## config.mk

```make
export PLATFORM = sky130hd
export DESIGN_NAME = series_sum_unit
export DESIGN_NICKNAME = d
export VERILOG_FILES = /design/src/rtl/series_sum_unit.sv
export SDC_FILE = /design/constraint.sdc
export NUM_CORES = 1
export LEC_CHECK = 0
export ABC_AREA = 1
export CORE_MARGIN = 2
export CORE_UTILIZATION = 50
export DETAILED_ROUTE_END_ITERATION = 8
export GPL_TIMING_DRIVEN = 0
export PLACE_DENSITY = 0.75
export SLEW_MARGIN = 20
export SYNTH_ARGS = -nofsm -noshare
export SYNTH_HDL_FRONTEND = slang
export SYNTH_SLANG_ARGS = --single-unit
```

## constraint.sdc

```tcl
create_clock -name clk -period 1.8 [get_ports clk]
set_input_delay 0.18 -clock clk [delete_from_list [all_inputs] [get_ports clk]]
set_output_delay 0.18 -clock clk [all_outputs]
set_load 0.02 [all_outputs]
```

## src/rtl/series_sum_unit.sv

```systemverilog
// Iterative series accumulator: sum of 1..n (or 1^2..n^2) with one term per clock.
// Optional feature macro: SERIES_SUM_SQ_EN builds the sum-of-squares path and honours `mode`.
module series_sum_unit #(
    parameter int N_W   = 3,
    parameter int SUM_W = 8
) (
    input  logic             clk,
    input  logic             rst_n,
    input  logic             start,
    input  logic [N_W-1:0]   n,
    input  logic             mode,
    output logic             busy,
    output logic             done,
    output logic [SUM_W-1:0] sum,
    output logic             ovf
);

    // Handshake: `start` is accepted only while idle (busy=0); the block then
    // stays busy until the single-cycle `done` pulse, during which `sum`/`ovf`
    // are already valid and are held until the next accepted start.

    localparam int TERM_W = 2 * N_W;
    localparam int ADD_W  = ((SUM_W > TERM_W) ? SUM_W : TERM_W) + 1;

    typedef enum logic [1:0] {
        IDLE = 2'd0,
        RUN  = 2'd1,
        DONE = 2'd2
    } state_t;

    state_t             state, state_next;
    logic [N_W:0]       k;
    logic [N_W-1:0]     n_lat;
    logic [SUM_W-1:0]   acc;
    logic               acc_ovf;
    logic [TERM_W-1:0]  term;
    logic [ADD_W-1:0]   add_full;
    logic               add_ovf;
    logic [SUM_W-1:0]   acc_next;
    logic               last;

`ifdef SERIES_SUM_SQ_EN
    logic [TERM_W-1:0]  sq;
    logic [TERM_W-1:0]  sq_next;
    logic               mode_lat;

    // sq tracks k^2 incrementally: k^2 = (k-1)^2 + 2k - 1
    assign sq_next = sq + TERM_W'({k, 1'b0}) - TERM_W'(1);
    assign term    = mode_lat ? sq_next : TERM_W'(k);
`else
    logic mode_unused;

    assign mode_unused = mode;
    assign term        = TERM_W'(k);
`endif

    assign add_full = ADD_W'(acc) + ADD_W'(term);
    assign add_ovf  = |add_full[ADD_W-1:SUM_W];
    assign acc_next = add_ovf ? '1 : add_full[SUM_W-1:0];
    assign last     = (k == {1'b0, n_lat});

    always_comb begin
        state_next = state;
        busy       = 1'b0;
        done       = 1'b0;
        case (state)
            IDLE: begin
                if (start) state_next = (n == '0) ? DONE : RUN;
            end
            RUN: begin
                busy = 1'b1;
                if (last) state_next = DONE;
            end
            DONE: begin
                busy       = 1'b1;
                done       = 1'b1;
                state_next = IDLE;
            end
            default: state_next = IDLE;
        endcase
    end

    always_ff @(posedge clk) begin
        if (!rst_n) begin
            state    <= IDLE;
            k        <= '0;
            n_lat    <= '0;
            acc      <= '0;
            acc_ovf  <= 1'b0;
            sum      <= '0;
            ovf      <= 1'b0;
`ifdef SERIES_SUM_SQ_EN
            sq       <= '0;
            mode_lat <= 1'b0;
`endif
        end else begin
            state <= state_next;
            case (state)
                IDLE: begin
                    if (start) begin
                        n_lat   <= n;
                        k       <= (N_W+1)'(1);
                        acc     <= '0;
                        acc_ovf <= 1'b0;
                        sum     <= '0;
                        ovf     <= 1'b0;
`ifdef SERIES_SUM_SQ_EN
                        sq       <= '0;
                        mode_lat <= mode;
`endif
                    end
                end
                RUN: begin
`ifdef SERIES_SUM_SQ_EN
                    sq <= sq_next;
`endif
                    // once saturated, acc stays all ones and further adds are dropped
                    if (!acc_ovf) begin
                        acc     <= acc_next;
                        acc_ovf <= add_ovf;
                    end
                    if (last) begin
                        sum <= acc_ovf ? acc : acc_next;
                        ovf <= acc_ovf | add_ovf;
                    end else begin
                        k <= k + (N_W+1)'(1);
                    end
                end
                default: ;
            endcase
        end
    end

endmodule

```

==> impl_summary.md, run 1 <==
Status
The flow ran to the end, but the final reports show violations. The final reports fail on negative setup slack.

Global routing
The number of antenna violations at the first check in global routing is 0. The wire length of the first global-routing pass is 5.46 mm. The total track usage is 20.0%. The via count of the first global-routing pass is 1180. The maximum number of pins on one net before global-route repair is 16.

The sum of overflow across all layers after global routing is 0.

Placed design
The number of input and output port buffers inserted is 16. Routability-driven placement finished with a final weighted congestion of between 0.8 and 0.9. Timing analysis after detailed placement gives a worst setup slack of -246 ps.

The total half-perimeter wirelength after legalization and detailed placement is 2.35 mm.

Floorplan
The placeable core area is 3050 µm². The die covers 3690 µm². The floorplan has 20 rows.

The initial cell density of the core is around 53%. The vertical die dimension is slightly above 60 µm. The die is 60.8 µm wide. The number of placed I/O pins is 18.

Synth
Of the post-synthesis cell area, the dominant cell type holds between 30% and 40%. Yosys instantiated no cell more often than sky130_fd_sc_hd__nand2_1. The mean cell area of the mapped netlist is 7.19 µm². The post-synthesis instance area is roughly 1600 µm². In this run, synthesis produced a sequential element count of 27. After synthesis, the share of flip-flops with an asynchronous set or reset is 0%. The count of flip-flops with a built-in enable after synthesis is 0. In the synthesized netlist the dominant register cell turns out to be sky130_fd_sc_hd__dfxtp_1. Sorting the synthesized cells by area gives the leading types as sky130_fd_sc_hd__dfxtp_1 34%, sky130_fd_sc_hd__nand2_1 12%, sky130_fd_sc_hd__a21oi_1 8.1%. By count the netlist is led by 53 x sky130_fd_sc_hd__nand2_1, 30 x sky130_fd_sc_hd__inv_1, 27 x sky130_fd_sc_hd__dfxtp_1, 26 x sky130_fd_sc_hd__a21oi_1, 16 x sky130_fd_sc_hd__o21ai_0. Of all cell types, the one taking the most synthesized area is sky130_fd_sc_hd__dfxtp_1. Sequential elements use around a third of the synthesized area. The yosys synthesis warning count is 0. The netlist uses 28 different library cells. Synthesis produced a netlist with a net count of 240.

Synthesis produced a netlist whose cell count is between 200 and 250.

Clocking
The number of hold-repair buffers added at the cts stage is 0. The number of clock buffers inserted by TritonCTS is 3. At the later pin of the worst-skew pair, clock insertion delay measures between 300 and 400 ps. The cell at the root of the clock tree is sky130_fd_sc_hd__clkbuf_4.

The CTS clock-pin slew for the worst setup and hold paths is roughly 150 ps. The clock tree from TritonCTS is yes. The maximum level of the CTS H-tree is 1.

The maximum count of clock buffers along a single path is 2. Clock tree synthesis found a total of 27 sinks.

STA
The shortest period the worst path allows is 1810 ps. The number of hold-slack violations in the final timing report came to 0. Of the available clock period, the critical path in the final layout requires 101%. Setup slack on the critical path of the routed design comes to -9.65 ps. The worst pin sits at a relative slew slack of a little over two thirds. The number of setup violations in the final report is 1.

The number of pins exceeding their max-slew limit in the final report is 0. The sum of negative setup slack is -9.65 ps. Setup repair after global routing could not meet its margin everywhere. The worst clock skew is 13.3 ps. Timing would allow up to about 0.55 GHz. The transition time at the pin with the least slew margin is approximately 440 ps.

Route
The count of nets left with antenna violations once routing finished came out at 0. The count of unresolved DRC violations after routing is 0. After detailed routing, the average wire length per cell comes to 11.5 µm.

After detailed routing, the number of vias per cell comes to roughly 4.8. The pre-antenna-repair detailed-routing pass consisted of 4 iterations. The total via count after detailed routing is around 1400.

In this run, the number of DRC markers left after iteration 0 of detailed routing was 57. The overall routed net length is 3.38 mm.

Worst setup path
The delay contributed by the slowest stage of the critical path is about 370 ps. The classification of the worst setup path is flop to flop. Traced cell by cell, the critical path runs through ha_4 -> fa_2 -> nand3_2 -> nand3_4 -> a21oi_4 -> nand3_2 -> nand2_2 -> a21oi_2.

The most prevalent standard cell on the critical path is sky130_fd_sc_hd__nand3_2. The required time of the worst setup path is between 2000 and 2500 ps. The worst setup path is captured at a flop.

The maximum fanout count along the critical path is 5. On the critical path, the stage with the largest delay is an instance of sky130_fd_sc_hd__dfxtp_2. The critical path contains buffers and inverters numbering 0 combined. The worst path arrival time is slightly above 2000 ps. STA classifies the critical path startpoint as a flop. The cell type group with the largest total delay on the critical path is adder cells.

Flow run
The tool flagged a number of max-cap violations equal to 0.

Hold path
The class of the tightest hold or removal check is flop to flop.

Finish
The share of post-route cells with drive strength above 1 is around a quarter. The final net count is roughly 270. The area growth from synthesis to layout is 24.3%.

The utilization after layout is 65.6%. The count of inserted antenna diode cells is 0.

Pwr
Across the VDD grid, the largest voltage drop is 325 µV. For this design the static power due to leakage is 0.890 nW. The total power of the final layout is around 0.0017 W. In this run the power density over the cells is approximately 860 nW/µm².
-- routing by layer --
layer | vias up | track usage, % | routed length, µm
met5 | - | 0 | 0
met4 | 0 | 8.07 | 58
met3 | 5 | 2.56 | 185
met1 | 589 | 30.3 | 1680
met2 | 35 | 28.4 | 1460
li1 | 782 | - | -
-- worst paths after layout --
| check | startpoint | endpoint | slack, ps | depth (start not counted) |
|---|---|---|---|---|
| setup reg to reg | acc[0]$_SDFFE_PN0P_ | acc[3]$_SDFFE_PN0P_ | -10 | 8 |
| hold reg to reg | n_lat[2]$_SDFFE_PN0P_ | n_lat[2]$_SDFFE_PN0P_ | 490 | 2 |
| hold / removal | n_lat[2]$_SDFFE_PN0P_ | n_lat[2]$_SDFFE_PN0P_ | 490 | 2 |
| setup / recovery | acc[0]$_SDFFE_PN0P_ | acc[3]$_SDFFE_PN0P_ | -10 | 8 |
-- cell usage in the layout (no fill, tap or decap), types with 4 or more instances in the layout --
cell type / count
sky130_fd_sc_hd__nand3_2: 5
sky130_fd_sc_hd__xor2_1: 4
sky130_fd_sc_hd__buf_4: 6
sky130_fd_sc_hd__a21oi_1: 24
sky130_fd_sc_hd__inv_1: 30
sky130_fd_sc_hd__dfxtp_1: 24
sky130_fd_sc_hd__nand4_1: 5
sky130_fd_sc_hd__nand2_1: 48
sky130_fd_sc_hd__o21ai_0: 13
sky130_fd_sc_hd__a21oi_2: 10
sky130_fd_sc_hd__nor2_1: 6
sky130_fd_sc_hd__clkdlybuf4s50_1: 15
sky130_fd_sc_hd__nand3_1: 8
sky130_fd_sc_hd__nand2_2: 7
sky130_fd_sc_hd__ha_1: 7
-- flip-flops by register name, summed over array words and instances (netlist names) --
signal	cells
acc	8
acc_ovf	1
k	4
n_lat	3
ovf	1
state	2
sum	8
-- metrics by stage --
stage / std cells / hold slack, ps / cell area [µm²]
5_1_grt: 293 / 522 / 2000
6_report: 293 / 488 / 2000
2_1_floorplan: 224 / 318 / 1620
3_5_place_dp: 284 / 471 / 1830
3_3_place_gp: 284 / 464 / 1830
4_1_cts: 288 / 490 / 1900
-- repair_timing --
item,in CTS,in global routing
setup buffers,0,5
pin swaps,2,5
endpoints found under the setup margin,19,10
endpoints found under the hold margin,0,0
gates resized for setup,12,15
-- logic make-up after synthesis --
logic type               share of synthesized area [%]
buffers and inverters                             11.6
flip-flops                                        33.5
AO/OA/AOI/OAI                                     20.4
XOR/XNOR                                          2.17
AND/OR/NAND/NOR                                   24.8
adder cells (fa/ha/maj)                           7.45
-- report_power, final --
part / total [W] / switching, W / leakage [nW] / internal [W]
registers: 0.000746 / 0.0000630 / 0.224 / 0.000683
clock network: 0.000266 / 0.000183 / 0.0177 / 0.0000836
logic: 0.000708 / 0.000420 / 0.649 / 0.000288
total: 0.00172 / 0.000665 / 0.890 / 0.00106
-- worst register-to-register path: cells and delay by family (launching register included) --
kind	cells	cell delay, ps
compound gates	2	350
fa+ha+maj	2	540
flops	1	370
simple gates	4	450
-- layout make-up --
class                      instances  area, µm²
fill                             283       1050
multi-input combinational        156        991
sequential                        27        547
timing repair buffer              21        196
inverter                          34        133
tap                               44       55.1
buffer                             7       53.8
clock buffer                       3       22.5
clock inverter                     1       5.00
No activity file was read; power rests on OpenSTA's default activity.
==> run 2: changes to the inputs <==
--- a/config.mk
+++ b/config.mk
@@ -11,6 +11,7 @@
 export DETAILED_ROUTE_END_ITERATION = 8
 export GPL_TIMING_DRIVEN = 0
 export PLACE_DENSITY = 0.75
+export SKIP_LAST_GASP = 1
 export SLEW_MARGIN = 20
 export SYNTH_ARGS = -nofsm -noshare
 export SYNTH_HDL_FRONTEND = slang
==> results of run 2 <==
No change in the layout: final DEF, timing and power equal those of run 1.
Main changes from that run: via count of the first global-routing pass 1180 -> 1182
